==> src/rtl/kmer_extractor_if.sv <==
// kmer_extractor_if: base stream and k-mer result bundle for kmer_extractor.
//   start       capture-request pulse (master -> slave)
//   baseValid   baseIn holds a valid base (master -> slave)
//   baseIn      2-bit base, A=0 C=1 G=2 T=3 (master -> slave)
//   baseReady   slave accepts a base this cycle (slave -> master)
//   kmersOut    packed k-mer array, entry 0 = first window (slave -> master)
//   kmersValid  kmersOut complete and stable (slave -> master)
//   busy        read capture in progress (slave -> master)
//   kmerCount   k-mers written in the current read (slave -> master)
interface kmer_extractor_if #(
    parameter int unsigned K       = 16,
    parameter int unsigned SEQ_LEN = 64
);
    localparam int unsigned NUM_KMERS = SEQ_LEN - K + 1;

    logic                                start;
    logic                                baseValid;
    logic [1:0]                          baseIn;
    logic                                baseReady;
    logic [NUM_KMERS-1:0][2*K-1:0]       kmersOut;
    logic                                kmersValid;
    logic                                busy;
    logic [5:0]                          kmerCount;

    modport master (
        output start, baseValid, baseIn,
        input  baseReady, kmersOut, kmersValid, busy, kmerCount
    );

    modport slave (
        input  start, baseValid, baseIn,
        output baseReady, kmersOut, kmersValid, busy, kmerCount
    );
endinterface

==> src/rtl/kmer_extractor.sv <==
// kmer_extractor: turns one read of SEQ_LEN 2-bit bases into the packed array of
// sliding-window k-mers (oldest base in the MSBs, newest base in bits [1:0]).
//   clk   rising-edge clock
//   rstN  synchronous reset, active HIGH despite the name
//   bus   kmer_extractor_if slave: start/baseValid/baseIn in,
//         baseReady/kmersOut/kmersValid/busy/kmerCount out
module kmer_extractor #(
    parameter int unsigned K       = 16,
    parameter int unsigned SEQ_LEN = 64
) (
    input logic              clk,
    input logic              rstN,
    kmer_extractor_if.slave  bus
);
    localparam int unsigned NUM_KMERS = SEQ_LEN - K + 1;

    typedef enum logic [1:0] {StIdle, StFill, StDone} state_e;

    state_e                        state_q;
    logic [2*K-1:0]                window_q;
    logic [6:0]                    base_count_q;
    logic [5:0]                    kmer_count_q;
    logic [NUM_KMERS-1:0][2*K-1:0] kmers_q;
    logic                          kmers_valid_q;
    logic                          busy_q;
    logic                          base_ready_q;

    logic [2*K-1:0] window_next;
    logic [6:0]     kmer_idx_wide;
    logic [5:0]     kmer_idx;
    logic           accept;

    assign window_next   = {window_q[2*K-3:0], bus.baseIn};
    // Entry index of the window completed by the base at index base_count_q.
    assign kmer_idx_wide = base_count_q - 7'(K - 1);
    assign kmer_idx      = kmer_idx_wide[5:0];
    // base_ready_q is high exactly in StFill, so this is the handshake.
    assign accept        = bus.baseValid && base_ready_q;

    always_ff @(posedge clk) begin
        if (rstN) begin
            state_q       <= StIdle;
            window_q      <= '0;
            base_count_q  <= '0;
            kmer_count_q  <= '0;
            kmers_q       <= '0;
            kmers_valid_q <= 1'b0;
            busy_q        <= 1'b0;
            base_ready_q  <= 1'b0;
        end else begin
            unique case (state_q)
                StIdle, StDone: begin
                    if (bus.start) begin
                        state_q       <= StFill;
                        window_q      <= '0;
                        base_count_q  <= '0;
                        kmer_count_q  <= '0;
                        kmers_valid_q <= 1'b0;
                        busy_q        <= 1'b1;
                        base_ready_q  <= 1'b1;
                    end
                end
                StFill: begin
                    if (accept) begin
                        window_q     <= window_next;
                        base_count_q <= base_count_q + 7'd1;
                        // The first K-1 bases only prime the window.
                        if (base_count_q >= 7'(K - 1)) begin
                            kmers_q[kmer_idx] <= window_next;
                            if (kmer_count_q < 6'(NUM_KMERS)) begin
                                kmer_count_q <= kmer_count_q + 6'd1;
                            end
                        end
                        if (base_count_q == 7'(SEQ_LEN - 1)) begin
                            state_q       <= StDone;
                            kmers_valid_q <= 1'b1;
                            busy_q        <= 1'b0;
                            base_ready_q  <= 1'b0;
                        end
                    end
                end
                default: begin
                    state_q      <= StIdle;
                    busy_q       <= 1'b0;
                    base_ready_q <= 1'b0;
                end
            endcase
        end
    end

    assign bus.baseReady  = base_ready_q;
    assign bus.kmersOut   = kmers_q;
    assign bus.kmersValid = kmers_valid_q;
    assign bus.busy       = busy_q;
    assign bus.kmerCount  = kmer_count_q;
endmodule

==> src/flat_wrapper.sv <==
// flat-port wrapper written by rule: the top's interface ports become plain ports
module kmer_extractor_flat 
#(
    parameter int unsigned K       = 16,
    parameter int unsigned SEQ_LEN = 64
)
  (clk, rstN, bus_start, bus_baseValid, bus_baseIn, bus_baseReady, bus_kmersOut, bus_kmersValid, bus_busy, bus_kmerCount);
  kmer_extractor_if #(.K(K), .SEQ_LEN(SEQ_LEN)) bus_i ();
  input logic clk;
  input logic rstN;
  input wire logic [$bits(bus_i.start)-1:0] bus_start;
  input wire logic [$bits(bus_i.baseValid)-1:0] bus_baseValid;
  input wire logic [$bits(bus_i.baseIn)-1:0] bus_baseIn;
  output wire logic [$bits(bus_i.baseReady)-1:0] bus_baseReady;
  output wire logic [$bits(bus_i.kmersOut)-1:0] bus_kmersOut;
  output wire logic [$bits(bus_i.kmersValid)-1:0] bus_kmersValid;
  output wire logic [$bits(bus_i.busy)-1:0] bus_busy;
  output wire logic [$bits(bus_i.kmerCount)-1:0] bus_kmerCount;
  assign bus_i.start = bus_start;
  assign bus_i.baseValid = bus_baseValid;
  assign bus_i.baseIn = bus_baseIn;
  assign bus_baseReady = bus_i.baseReady;
  assign bus_kmersOut = bus_i.kmersOut;
  assign bus_kmersValid = bus_i.kmersValid;
  assign bus_busy = bus_i.busy;
  assign bus_kmerCount = bus_i.kmerCount;
  kmer_extractor #(.K(K), .SEQ_LEN(SEQ_LEN)) u_core (.clk(clk), .rstN(rstN), .bus(bus_i));
endmodule
==> config.mk <==
export PLATFORM = sky130hd
export DESIGN_NAME = kmer_extractor_flat
export DESIGN_NICKNAME = d
export VERILOG_FILES = /design/src/rtl/kmer_extractor_if.sv /design/src/rtl/kmer_extractor.sv /design/src/flat_wrapper.sv
export SDC_FILE = /design/constraint.sdc
export NUM_CORES = 2
export LEC_CHECK = 0
export CAP_MARGIN = 20
export CORE_AREA = 2 2 620 622
export CTS_CLUSTER_DIAMETER = 100
export DETAILED_ROUTE_END_ITERATION = 8
export DIE_AREA = 0 0 622 624
export GPL_TIMING_DRIVEN = 0
export PLACE_DENSITY = 0.34
export SKIP_CTS_REPAIR_TIMING = 1
export SKIP_LAST_GASP = 1
export SLEW_MARGIN = 20
export SYNTH_ARGS = -nofsm -noshare
export SYNTH_HDL_FRONTEND = slang
export SYNTH_SLANG_ARGS = --single-unit
==> constraint.sdc <==
create_clock -name clk -period 2.9 [get_ports clk]
set_clock_uncertainty 0.05 [all_clocks]
set_input_delay 0.725 -clock clk [delete_from_list [all_inputs] [get_ports clk]]
set_output_delay 0.725 -clock clk [all_outputs]
set_load 0.02 [all_outputs]
==> qor.yml <==
clock_tree:
  clkTransAtPathRegs_ps: 60
  clock_latency_ps: 910
  clkSinkCount: 1615
  tritoncts: "done"
  clockBufferDepth: 4
  cts_buffers: 208
  cts_root_buf: "clkbuf_16"
  htreeDepth: 4
place:
  place_congestion: 0.8248
  port_buffers: 1580
  dp_hpwl_um: 328200
  dp_cells: 13555
sta:
  hold_violations: 0
  worstMarginPinSlew_ps: 1150
  fmax_mhz: 324.4
  rsz0062_at_grt: "true"
  fin_crit_ps: 3082
  min_period_over_period: 1.063
  setup_ws_ps: -182.4
  relSlewSlack: 0.2333
  hold_slack_ps: 221.0
  slew_violations: 0
  final-setup-viol-count: 15
drt:
  num_vias: 56676
  drc: 0
  drtIter0Drc: 3763
  routedWlPerCell_um: 29.47
  viasPerCell: 4.045
  dr.pass1.iters: 5
  ant_nets: 0
  wl_um: 412900
cells_and_area:
  final_util: 0.2362
  num-nets-final: 8815
  final_layout_size_suffix_gt1_frac: 0.1010
  syn2layout_area_growth_pct: 55.89
  instances_no_fill: 14010
  mostFrequentLayoutCells: "nand2_1 (2763), dfxtp_1 (1611), clkdlybuf4s50_1 (1579), a21oi_1 (1161), mux2i_1 (449)"
  final_common_cell: "nand2_1"
worst_setup_path:
  critPathBufInv: 1
  cp_max_fo: 6
  end_kind: "primary output"
  crit_family: "buffers and inverters"
  cp.required_ps: 2120
  cp-start-kind: "flop"
  max_stage_delay_ps: 960
  crit_arrival_ps: 2310
  worstSetupPathType: "flop to primary output"
  slowest_stage: "clkdlybuf4s50_1"
  worstPathCellList: "clkdlybuf4s50_1"
global_routing:
  grt_pass1_vias: 54909
  overflow: 0
  grt_pass1_wl_um: 533000
  grt_usage: 0.2031
  antenna_found_initial: 58
  grt_max_degree: 17
floorplanning:
  coreArea_um2: 381200
  pin_count: 1583
  die_x_um: 622
  fp-row-count: 227
  die_h_um: 624
  dieArea_um2: 388100
  start_util: 0.1515
power:
  leakage_nw: 31.91
  peakVddDrop_mv: 0.5292
  p_per_area_nw_per_um2: 555.1
run_status:
  violations: "negative setup slack"
  status: "finished with violations"
synthesis:
  synth_warnings: 0
  avgSynthCellArea_um2: 8.423
  synth_top_cells_by_area: "dfxtp_1 (56%), nand2_1 (18%), a21oi_1 (10%), mux2i_1 (7.8%), clkbuf_1 (3.0%)"
  synth_flop_cell: "dfxtp_1"
  netlist_instances: 6856
  yosys.area.top_type: "dfxtp_1"
  synthArstFlopShare: 0
  seq_area_frac_synth: 0.5599
  synth_edf_count: 0
  synth_top_area_frac: 0.5599
  ys_seq_elements: 1615
  syn_nets: 6865
  synth_cell_type_count: 63
  netlist_area_um2: 57750
flow_run:
  cap_viol_max_count: 0
hold_path:
  hold_class: "input port to flop"
## synthesized netlist by cell type, types with 4 or more instances
library cell and number:
a2111oi_4 9, a211oi_2 15, a21oi_1 1161, and3_1 4
buf_1 4, buf_2 116, buf_4 37, buf_6 11
clkbuf_1 464, dfxtp_1 1615, inv_1 5, mux2i_1 449
nand2_1 2771, nand2_2 7, nand2b_1 4, nand3_1 40
nand4_1 9, nor2_1 26, nor2b_1 4, nor3_1 4
nor3_2 5, nor4_2 4, o2111ai_1 10, o211ai_1 12
o21ai_0 8
## cell families after synthesis
kind of cell,Yosys count,share of synthesized area
AND/OR/NAND/NOR,2901,0.1948
multiplexers,449,0.07783
buffers and inverters,639,0.04791
adder cells (fa/ha/maj),3,0.0006501
AO/OA/AOI/OAI,1241,0.1170
flip-flops,1615,0.5599
XOR/XNOR,8,0.001994
## state kept, by name, indices dropped and copies added (netlist names)
name	flops
u_core.state_q	2
u_core.base_count_q	7
u_core.window_q	30
u_core.bus.busy	1
u_core.bus.kmersValid	1
u_core.bus.kmerCount	6
u_core.bus.kmersOut	1568
## worst paths after layout
| path | depth (start not counted) | slack, ps | from | to |
|---|---|---|---|---|
| hold / removal | 3 | 220 | bus_baseIn[0] | u_core.bus.kmersOut[1024] |
| setup reg to reg | 10 | 90 | u_core.base_count_q[1] | u_core.bus.kmersOut[500] |
| setup / recovery | 1 | -180 | u_core.bus.kmerCount[3] | bus_kmerCount[3] |
| hold reg to reg | 2 | 400 | u_core.bus.kmersOut[1307] | u_core.bus.kmersOut[1307] |
## per-layer routing
layer	part of all wire	GRT usage
met5	0.000068	0
met2	0.51	0.3674
met3	0.068	0.05056
met1	0.39	0.2326
met4	0.036	0.06447
## final cells by class
cell class	count	area, um2
well taps	5038	6304
flip-flops and latches	1615	32340
fillers	41551	291100
inverters	6	26.28
repair buffers	1756	18130
diodes	14	35.03
plain buffers	617	2969
multi-input cells	4602	23330
clock buffers	308	6055
clock inverters	54	835.8
## report_power, final
| part | internal, mW | switching, mW |
|---|---|---|
| registers | 22.2 | 0.00555 |
| clock network | 15.8 | 11.0 |
| logic | 0.115 | 0.839 |
## stage by stage
stage	power, mW	cell area, um2	setup TNS, ps	setup slack, ps
global route	51.62	89990	-4977	-305.1
CTS	50.78	88320	-1328210	-1488
global placement	23.63	79870	-3338300	-3997
floorplan	23.07	57750	0	412.7
finish	49.97	90020	-1134	-182.4
detailed placement	23.66	81430	-2096740	-2287
(Power assumes the default switching activity.)
